===== config.mk =====
export PLATFORM = sky130hd
export DESIGN_NAME = fifo_rd_pattern_gen
export DESIGN_NICKNAME = d
export VERILOG_FILES = /design/src/rtl/fifo_dbg_pkg.sv /design/src/rtl/fifo_rd_pattern_gen.sv
export SDC_FILE = /design/constraint.sdc
export NUM_CORES = 1
export LEC_CHECK = 0
export BUFFER_PORTS_ARGS = -buffer_cell sky130_fd_sc_hd__clkbuf_2
export CAP_MARGIN = 20
export CORE_AREA = 2 2 39 41
export CTS_CLUSTER_SIZE = 20
export DETAILED_ROUTE_END_ITERATION = 10
export DIE_AREA = 0 0 41 43
export HOLD_SLACK_MARGIN = 0.08
export SKIP_CTS_REPAIR_TIMING = 1
export SLEW_MARGIN = 20
export SYNTH_ARGS = -nofsm -noshare
export SYNTH_HDL_FRONTEND = slang
export SYNTH_SLANG_ARGS = --single-unit

===== constraint.sdc =====
create_clock -name clk -period 1.4 [get_ports clk]
set_clock_uncertainty 0.15 [all_clocks]
set_input_delay 0.28 -clock clk [delete_from_list [all_inputs] [get_ports clk]]
set_output_delay 0.28 -clock clk [all_outputs]
set_load 0.02 [all_outputs]

===== src/rtl/fifo_dbg_pkg.sv =====
// Shared types and constants for the FIFO read checker.
// FIFO_RD_CHECKER_FLUSH_EN adds the post-burst FLUSH state.
package fifo_dbg_pkg;

    localparam int unsigned DefDataW     = 8;
    localparam int unsigned CntW         = 16;
    localparam logic [CntW-1:0] NoErrIdx = 16'hFFFF;
    localparam int unsigned FlushIdleLen = 16;

    typedef enum logic [2:0] {
        StIdle,
        StRead,
        StWait,
`ifdef FIFO_RD_CHECKER_FLUSH_EN
        StReport,
        StFlush
`else
        StReport
`endif
    } state_e;

endpackage


===== src/rtl/fifo_rd_pattern_gen.sv =====
// Expected-word generator: loads SEED at burst start and steps by one per
// checked word, wrapping modulo 2^DATA_W.
module fifo_rd_pattern_gen
    import fifo_dbg_pkg::*;
#(
    parameter int unsigned DATA_W = DefDataW,
    parameter int unsigned SEED   = 0
) (
    input  logic              clk,
    input  logic              srst,
    input  logic              load,
    input  logic              advance,
    output logic [DATA_W-1:0] expected
);

    logic [DATA_W-1:0] expected_q, expected_d;

    always_comb begin
        expected_d = expected_q;
        if (load) begin
            expected_d = DATA_W'(SEED);
        end else if (advance) begin
            expected_d = expected_q + DATA_W'(1);
        end
    end

    always_ff @(posedge clk) begin
        if (srst) begin
            expected_q <= DATA_W'(SEED);
        end else begin
            expected_q <= expected_d;
        end
    end

    assign expected = expected_q;

endmodule


==> parameters.txt, run 1 <==
Parameter                              Value

Global route
  Total global routing overflow ... 0
  Global-route wire length before repair ... 1.11 mm
  Via count of the first global-routing pass ... 284
  Initial antenna violation count ... 0
  Total GRT Usage ... 0.0957
  Maximum number of pins on one net before global-route repair ... 9

STA
  Final period demand of the worst path ... 1360 ps
  Number of pins exceeding their max-slew limit in the final report ... 0
  Least-Margin Pin Slew ... 215 ps
  Final Hold Fails ... 0
  Rel. slew slack ... 0.855
  Maximum clock frequency ... 733 MHz
  Setup violations, final ... 0
  Ratio of final minimum period to clock period ... 0.974
  Final sum of negative setup slack ... 0 ps

Setup path
  Setup slack, reg-to-reg ... 40 ps
  Startpoint type of the worst setup path ... register
  Data arrival at the endpoint of the critical path ... 1400 ps
  Depth of the worst register-to-register path ... 4
  Cell type of the slowest stage on the worst timing path ... dfxtp_4
  Endpoint of the worst register-to-register path ... expected[6]
  Max Fanout on Critical Path ... 4
  Worst setup path class ... reg2reg
  Startpoint of the most critical register-to-register path ... expected[0]
  Endpoint type of the worst setup path ... register
  Data required, critical path ... 1430 ps
  Longest individual stage delay on the worst path ... 370 ps
  Cells traversed along the worst timing path ... ha_2, nand3_1, or3_1, a21oi_2

Logic synthesis
  Total nets after synthesis ... 43
  Top post-synthesis cells by area ... dfxtp_1 (46%), xor2_1 (7.6%), nor2_1 (5.4%)
  Sequential area share after synthesis ... 0.464
  Fraction of the mapped netlist area in compound gates ... 0.0870
  Dominant combinational cell family by area after synthesis ... simple AND/OR/NAND/NOR gates
  Post-synthesis cell type count ... 16
  Cell accounting for the most synthesized area ... dfxtp_1
  Area share of fa/ha/maj cells after synthesis ... 0.0362
  Post-synthesis share of cell area spent on xor and xnor gates ... 0.101
  Syn Inst Count ... 38
  Synth warn ... 0
  Synthesized area divided by synthesized cell count ... 9.09 um2
  Post-synth design cell area ... 345 um2
  Synth Area in Simple Gates ... 0.250
  Mux cell area share after synthesis ... 0.0290
  Area share of the largest cell type after synthesis ... 0.464
  #FFs+latches synth ... 8

Routing
  Total DRC errors in the routed layout ... 0
  Number of nets still failing antenna checks after routing ... 0
  Number of DRC violations after detailed-routing iteration 0 ... 3
  Via count ... 312
  Via density per instance ... 4.66
  Average wire per standard cell ... 10.8 um
  Number of search-and-repair iterations in the first detailed-routing pass ... 2
  Post-detailed-routing wire length ... 721 um

Min path
  Hold Path Class ... in2reg
  Worst Hold Launch ... srst
  Endpoint of the worst hold-timing path ... expected[6]
  Number of stages on the worst hold path ... 3

Pwr
  Combinational power share ... 0.052
  Power per unit of standard cell area ... 952 nW/um2
  Switching part of the total ... 0.214
  Clock share of power ... 0.406
  Leak Pwr ... 0.188 nW
  Design internal power ... 0.337 mW
  Largest voltage drop on the vdd net ... 352 uV
  Psw ... 0.0917 mW
  Total power ... 0.429 mW
  Share of total power in sequential cells ... 0.542

Clock tree
  Clock sink count ... 8
  CTS Buf Count ... 3
  Clock transition at the registers of the reported paths ... 60 ps
  CTS tree ... done
  H-tree Lvls ... 1
  Clock Path Buffers ... 2
  Clock latency at the later pin of the worst-skew pair ... 250 ps
  Clk root buf ... clkbuf_4

Floorplanning
  X dimension of the die ... 41 um
  Die Outline Area ... 1760 um2
  Height of the die ... 43 um
  Initial Utilization ... 0.250
  Placeable core region ... 1380 um2
  Total number of placement rows ... 14
  Top-level I/O count ... 12

Final layout
  Filler Cell Count ... 159
  ANT cells ... 0
  Final layout net count ... 58
  Combined area of the multi-input logic cells ... 180 um2
  Max FFs per register ... 8
  Share of final-layout standard cells stronger than drive strength 1 ... 0.412
  Synth-to-layout area growth ... 30.4%
  FF/Latch Area ... 165 um2

Job
  Max-Cap Viols ... 0

Placement
  RD Place Congestion ... 0.702
  Count of buffers inserted at the top-level ports ... 11
  Post-DP HPWL ... 506 um

Outcome
  Run status ... completed
## layout make-up
type / instances / share of cell area
Sequential cell: 8 / 0.367
Timing Repair Buffer: 12 / 0.139
Clock buffer: 3 / 0.0500
Multi-Input combinational cell: 28 / 0.400
Tap cell: 16 / 0.0444
## placed cells by master, fill, tap and decap left out, drive strengths merged
cell and count:
ha 1, a21oi 3, nand2 2, xnor2 1, or3 3, nand4 3
dfxtp 8, mux2i 1, xor2 3, clkbuf 14, nor2 5, o21ai 3
or2 1, nand3 2, buf 1
## logic make-up (layout without fill, tap and decap cells)
| group | Yosys count | in the layout |
|---|---|---|
| adder cells (fa/ha/maj) | 1 | 1 |
| multiplexers | 1 | 1 |
| flip-flops | 8 | 8 |
| AND/OR/NAND/NOR | 16 | 16 |
| XOR/XNOR | 4 | 4 |
| buffers and inverters | 2 | 15 |
| AO/OA/AOI/OAI | 6 | 6 |
## metrics by stage
stage / utilization / hold WS [ps] / setup WS [ps] / cell area [um2] / cells
5_1_grt: 0.325 / 245 / -8.55 / 450 / 67
4_1_cts: 0.319 / 230 / 33.1 / 442 / 67
3_5_place_dp: 0.303 / 335 / 62.0 / 419 / 64
3_3_place_gp: 0.303 / 319 / 93.4 / 419 / 64
6_report: 0.325 / 227 / 36.0 / 450 / 67
2_1_floorplan: - / 408 / 27.9 / 348 / 38
## cells in the mapped netlist (all sizes together)
master	n
a21oi	3
buf	1
clkbuf	1
dfxtp	8
ha	1
mux2i	1
nand2	2
nand3	2
nand4	3
nor2	5
o21ai	3
or2	1
or3	3
xnor2	1
xor2	3
## routing by layer
metal | up-vias | wire [um] | GRT usage
li1 | 160 | - | -
met1 | 142 | 322 | 0.117
met2 | 10 | 350 | 0.128
met3 | 0 | 48 | 0.0314
met4 | 0 | 0 | 0.0800
met5 | - | 0 | 0
## worst max-delay path by stage
stage	from	to	slack, ps	cells after the start
6_report	expected[0]	expected[6]	40	4
2_1_floorplan	expected[0]	expected[6]	30	4
3_5_place_dp	expected[0]	expected[6]	60	4
4_1_cts	expected[0]	expected[6]	30	4
3_3_place_gp	expected[0]	expected[6]	90	4
5_1_grt	expected[0]	expected[6]	-9	4
## worst max-delay path: cells and delay by family (launching register included)
kind,cells,cell delay [ps]
adder cells (fa/ha/maj),1,200
AND/OR/NAND/NOR,2,470
flip-flops,1,370
AO/OA/AOI/OAI,1,110
## power by group through the flow
stage | Sequential [mW] | Combinational, mW | Clock, mW
after floorplan | 0.240 | 0.0139 | 0
after global placement | 0.238 | 0.0217 | 0
after detailed placement | 0.238 | 0.0219 | 0
after CTS | 0.233 | 0.0221 | 0.183
after global routing | 0.232 | 0.0250 | 0.194
final | 0.232 | 0.0225 | 0.174
No activity file was read; power rests on OpenSTA's default activity.
==> run 2, diff against run 1 <==
--- a/config.mk
+++ b/config.mk
@@ -5,6 +5,7 @@
 export SDC_FILE = /design/constraint.sdc
 export NUM_CORES = 1
 export LEC_CHECK = 0
+export ABC_AREA = 1
 export BUFFER_PORTS_ARGS = -buffer_cell sky130_fd_sc_hd__clkbuf_2
 export CAP_MARGIN = 20
 export CORE_AREA = 2 2 39 41
@@ -12,6 +13,7 @@
 export DETAILED_ROUTE_END_ITERATION = 10
 export DIE_AREA = 0 0 41 43
 export HOLD_SLACK_MARGIN = 0.08
+export REMOVE_ABC_BUFFERS = 1
 export SKIP_CTS_REPAIR_TIMING = 1
 export SLEW_MARGIN = 20
 export SYNTH_ARGS = -nofsm -noshare
==> parameters.txt, run 2 <==
Parameter                              Value

Global route
  Initial antenna violation count ... 0
  Total GRT Usage ... 0.101
  Total global routing overflow ... 0
  Maximum number of pins on one net before global-route repair ... 9
  Global-route wire length before repair ... 1.11 mm
  Via count of the first global-routing pass ... 267

Floorplanning
  X dimension of the die ... 41 um
  Placeable core region ... 1380 um2
  Top-level I/O count ... 12
  Initial Utilization ... 0.262
  Height of the die ... 43 um
  Die Outline Area ... 1760 um2
  Total number of placement rows ... 14

Clock tree
  Clock latency at the later pin of the worst-skew pair ... 250 ps
  Clk root buf ... clkbuf_4
  Clock sink count ... 8
  Clock transition at the registers of the reported paths ... 50 ps
  Clock Path Buffers ... 2
  H-tree Lvls ... 1
  CTS Buf Count ... 3
  CTS tree ... done

Pwr
  Power per unit of standard cell area ... 921 nW/um2
  Largest voltage drop on the vdd net ... 561 uV
  Leak Pwr ... 0.210 nW

Final layout
  ANT cells ... 0
  Filler Cell Count ... 153
  Final layout net count ... 73
  Share of final-layout standard cells stronger than drive strength 1 ... 0.288
  Combined area of the multi-input logic cells ... 173 um2
  Layout Utilization ... 0.344
  Synth-to-layout area growth ... 31.0%
  Max FFs per register ... 8
  Commonest cells after routing, fill and taps aside ... clkbuf_2 (11), nand2_1 (10), inv_1 (8), dfxtp_1 (8), a21oi_1 (7)
  Leading cell type in the layout, fill and taps excluded ... clkbuf_2
  FF/Latch Area ... 160 um2

Logic synthesis
  Dominant combinational cell family by area after synthesis ... simple AND/OR/NAND/NOR gates
  Top post-synthesis cells by area ... dfxtp_1 (44%), nand2_1 (10%), a21oi_1 (9.7%)
  #FFs+latches synth ... 8
  Number of enable-type register cells in the synthesized netlist ... 0
  Most used standard cells in the synthesized netlist ... nand2_1 (10), dfxtp_1 (8), inv_1 (8), a21oi_1 (7), nor2_1 (6)
  Post-synthesis share of cell area spent on xor and xnor gates ... 0
  Syn Inst Count ... 50
  Fraction of the mapped netlist area in compound gates ... 0.152
  Area share of the largest cell type after synthesis ... 0.441
  Post-synthesis cell type count ... 11
  Mux cell area share after synthesis ... 0
  Sequential area share after synthesis ... 0.441
  Synth warn ... 0
  Async set-or-reset flop fraction in the synthesized netlist ... 0
  Synth Area in Simple Gates ... 0.290
  Cell accounting for the most synthesized area ... dfxtp_1
  Top_reg_cell synth ... dfxtp_1
  Post-synth design cell area ... 363 um2
  Dominant cell by count in the synthesized netlist ... nand2_1
  Synthesized area divided by synthesized cell count ... 7.26 um2
  Area share of fa/ha/maj cells after synthesis ... 0.0345

Setup path
  Worst setup path class ... reg2out
  Data required, critical path ... 970 ps
  Bufs and invs on worst path ... 2
  Startpoint type of the worst setup path ... register
  Longest individual stage delay on the worst path ... 330 ps
  Max Fanout on Critical Path ... 4
  Data arrival at the endpoint of the critical path ... 860 ps
  Endpoint type of the worst setup path ... primary output
  Cells traversed along the worst timing path ... buf_4, clkbuf_2
  Cell family contributing the most delay on the critical path ... flip-flops
  Cell type of the slowest stage on the worst timing path ... dfxtp_1

Job
  Max-Cap Viols ... 0

Routing
  Total DRC errors in the routed layout ... 0
  Number of search-and-repair iterations in the first detailed-routing pass ... 5
  Number of nets still failing antenna checks after routing ... 0
  Post-detailed-routing wire length ... 711 um
  Number of DRC violations after detailed-routing iteration 0 ... 3
  Via count ... 340
  Average wire per standard cell ... 8.67 um
  Via density per instance ... 4.15

STA
  Setup violations, final ... 0
  Final Hold Fails ... 0
  Number of pins exceeding their max-slew limit in the final report ... 0
  Final period demand of the worst path ... 1290 ps
  Final sum of negative setup slack ... 0 ps
  Rel. slew slack ... 0.881
  Final worst slack ... 108 ps
  Unrepaired setup endpoints after global routing ... no
  Maximum clock frequency ... 774 MHz
  Ratio of final minimum period to clock period ... 0.923
  Least-Margin Pin Slew ... 178 ps

Min path
  Hold Path Class ... in2reg

Placement
  Count of buffers inserted at the top-level ports ... 11
  RD Place Congestion ... 0.640
  Post-Place Worst Slack ... 157 ps
  Post-DP HPWL ... 508 um

Outcome
  Run status ... completed
==> run 2: cell count changes after synthesis, moves of 2 or more <==
cell	previous run	this run
a21oi_1	3	7
inv_1	0	8
nand2_1	2	10
nor2_4	0	2
or3_1	3	0
xor2_1	3	0
==> run 2: final timing paths <==
path                 endpoint        start  cells after the start  slack (ps)
setup / recovery  expected[0]  expected[0]                      2         110
hold / removal    expected[1]      advance                      2         130
setup reg to reg  expected[4]  expected[1]                      6         160
hold reg to reg   expected[3]  expected[3]                      1         350
==> run 2: layer usage <==
metal	up-vias	GRT usage	routed length, um
li1	193	-	-
met1	133	0.142	381
met2	14	0.100	264
met3	0	0.0942	65
met4	0	0.0400	0
met5	-	0	0
==> run 2: cell families (layout without fill, tap and decap cells) <==
logic type / Yosys count / count (layout)
flops: 8 / 8
buf+inv: 8 / 24
simple gates: 22 / 22
compound gates: 11 / 11
fa+ha+maj: 1 / 1
==> run 2: worst reg2reg max path: stages, from the launching register on <==
cell and delay [ps]:
dfxtp_1 360, ha_1 150, nand2_1 90, nor2_4 130
inv_1 70, o21ai_0 140, nor2_1 50
==> run 2: cell type report <==
cell class	count	area share
inverter	8	0.0632
clock buffer	3	0.0474
multi-input combinational	34	0.363
sequential	8	0.337
tap	16	0.0421
timing repair buffer	13	0.147
==> run 2: power by group <==
group / leakage [nW] / total, mW / internal, mW / switching (mW)
sequential: 0.0647 / 0.232 / 0.230 / 0.00167
combinational: 0.131 / 0.0297 / 0.0129 / 0.0168
clock: 0.0138 / 0.176 / 0.0981 / 0.0779
==> run 2: through the flow <==
stage / std cells / hold slack [ps] / power [mW] / cell area, um2
floorplan: 50 / 220 / 0.252 / 363
global placement: 79 / 318 / 0.266 / 453
detailed placement: 79 / 328 / 0.267 / 453
CTS: 82 / 124 / 0.453 / 475
global route: 82 / 133 / 0.466 / 475
finish: 82 / 133 / 0.438 / 475
==> run 3, diff against run 2 <==
--- a/config.mk
+++ b/config.mk
@@ -13,6 +13,7 @@
 export DETAILED_ROUTE_END_ITERATION = 10
 export DIE_AREA = 0 0 41 43
 export HOLD_SLACK_MARGIN = 0.08
+export PLACE_DENSITY = 0.61
 export REMOVE_ABC_BUFFERS = 1
 export SKIP_CTS_REPAIR_TIMING = 1
 export SLEW_MARGIN = 20
==> parameters.txt, run 3 (same netlist as run 2, synthesis figures left out) <==
Parameter                              Value

Final layout
  Commonest cells after routing, fill and taps aside ... clkbuf_2 (11), nand2_1 (10), inv_1 (8), dfxtp_1 (8), a21oi_1 (7)
  Final layout net count ... 73
  ANT cells ... 0
  Leading cell type in the layout, fill and taps excluded ... clkbuf_2
  Share of final-layout standard cells stronger than drive strength 1 ... 0.288
  FF/Latch Area ... 160 um2
  Filler Cell Count ... 152
  Combined area of the multi-input logic cells ... 173 um2
  Synth-to-layout area growth ... 31.0%
  Layout Utilization ... 0.344
  Max FFs per register ... 8

Global route
  Initial antenna violation count ... 0
  Total GRT Usage ... 0.103
  Via count of the first global-routing pass ... 298
  Maximum number of pins on one net before global-route repair ... 9
  Total global routing overflow ... 0
  Global-route wire length before repair ... 1.15 mm

Pwr
  Leak Pwr ... 0.210 nW
  Largest voltage drop on the vdd net ... 505 uV
  Power per unit of standard cell area ... 933 nW/um2

Setup path
  CP Depth ... 2
  Data required, critical path ... 970 ps
  Cell type of the slowest stage on the worst timing path ... dfxtp_1
  Depth of the worst register-to-register path ... 6
  Worst setup path class ... reg2out
  Data arrival at the endpoint of the critical path ... 880 ps
  Bufs and invs on worst path ... 2
  Startpoint of the most critical register-to-register path ... expected[1]
  Cells traversed along the worst timing path ... buf_4, clkbuf_2
  CP Launch Point ... expected[0]
  Endpoint type of the worst setup path ... primary output
  Startpoint type of the worst setup path ... register
  Max Fanout on Critical Path ... 4
  Endpoint of the worst register-to-register path ... expected[4]
  Cell family contributing the most delay on the critical path ... flip-flops
  Longest individual stage delay on the worst path ... 340 ps
  Setup slack, reg-to-reg ... 190 ps

Job
  Max-Cap Viols ... 0

Placement
  Count of buffers inserted at the top-level ports ... 11
  Post-Place Worst Slack ... 191 ps
  Post-DP HPWL ... 528 um
  RD Place Congestion ... 0.681

STA
  Unrepaired setup endpoints after global routing ... no
  Final sum of negative setup slack ... 0 ps
  Maximum clock frequency ... 761 MHz
  Number of pins exceeding their max-slew limit in the final report ... 0
  Final Hold Fails ... 0
  Setup violations, final ... 0
  Ratio of final minimum period to clock period ... 0.939
  Worst hold margin ... 136 ps
  Least-Margin Pin Slew ... 178 ps
  Rel. slew slack ... 0.881
  Final worst slack ... 85.3 ps
  Final period demand of the worst path ... 1310 ps

Min path
  Hold Path Class ... in2reg
  Worst Hold Launch ... advance
  Number of stages on the worst hold path ... 2
  Endpoint of the worst hold-timing path ... expected[1]

Floorplanning
  Height of the die ... 43 um
  Top-level I/O count ... 12
  X dimension of the die ... 41 um
  Total number of placement rows ... 14
  Die Outline Area ... 1760 um2
  Initial Utilization ... 0.262
  Placeable core region ... 1380 um2

Clock tree
  Clock latency at the later pin of the worst-skew pair ... 260 ps
  H-tree Lvls ... 1
  Clock transition at the registers of the reported paths ... 50 ps
  CTS Buf Count ... 3
  Clock sink count ... 8
  Clk root buf ... clkbuf_4
  CTS tree ... done
  Clock Path Buffers ... 2

Routing
  Via density per instance ... 4.33
  Number of search-and-repair iterations in the first detailed-routing pass ... 3
  Post-detailed-routing wire length ... 676 um
  Number of nets still failing antenna checks after routing ... 0
  Average wire per standard cell ... 8.24 um
  Total DRC errors in the routed layout ... 0
  Via count ... 355
  Number of DRC violations after detailed-routing iteration 0 ... 3

Outcome
  Run status ... completed
==> run 3: cell counts in the layout (fill, tap and decap cells not counted) <==
No cell type changed its count.
==> run 3: how the worst max path moves through the flow <==
stage | endpoint | slack, ps
4_1_cts | expected[0] | 70
3_5_place_dp | expected[4] | 190
2_1_floorplan | expected[4] | 40
6_report | expected[0] | 90
5_1_grt | expected[0] | 40
3_3_place_gp | expected[4] | 200
==> run 3: where the power goes <==
group | switching, mW | total (mW) | internal, mW
logic | 0.0167 | 0.0295 | 0.0128
clock network | 0.0833 | 0.182 | 0.0984
registers | 0.00185 | 0.232 | 0.230
total | 0.102 | 0.444 | 0.342
==> run 3: final cells by class <==
class	instances	share of cell area
multi-input cells	34	0.363
inverters	8	0.0632
well taps	16	0.0421
clock buffers	3	0.0474
flip-flops and latches	8	0.337
repair buffers	13	0.147
==> run 3: routing by layer <==
layer | track usage | up-vias | part of all wire
met5 | 0 | - | 0
met4 | 0.0200 | 0 | 0
met3 | 0.0942 | 0 | 0.095
met2 | 0.141 | 11 | 0.45
met1 | 0.116 | 151 | 0.45
li1 | - | 193 | -
==> run 3: stage by stage <==
| step | std cells | instance area (um2) | total power [mW] |
|---|---|---|---|
| after floorplan | 50 | 363 | 0.252 |
| after global placement | 79 | 453 | 0.266 |
| after detailed placement | 79 | 453 | 0.267 |
| after CTS | 82 | 475 | 0.453 |
| after global routing | 82 | 475 | 0.469 |
| final | 82 | 475 | 0.444 |
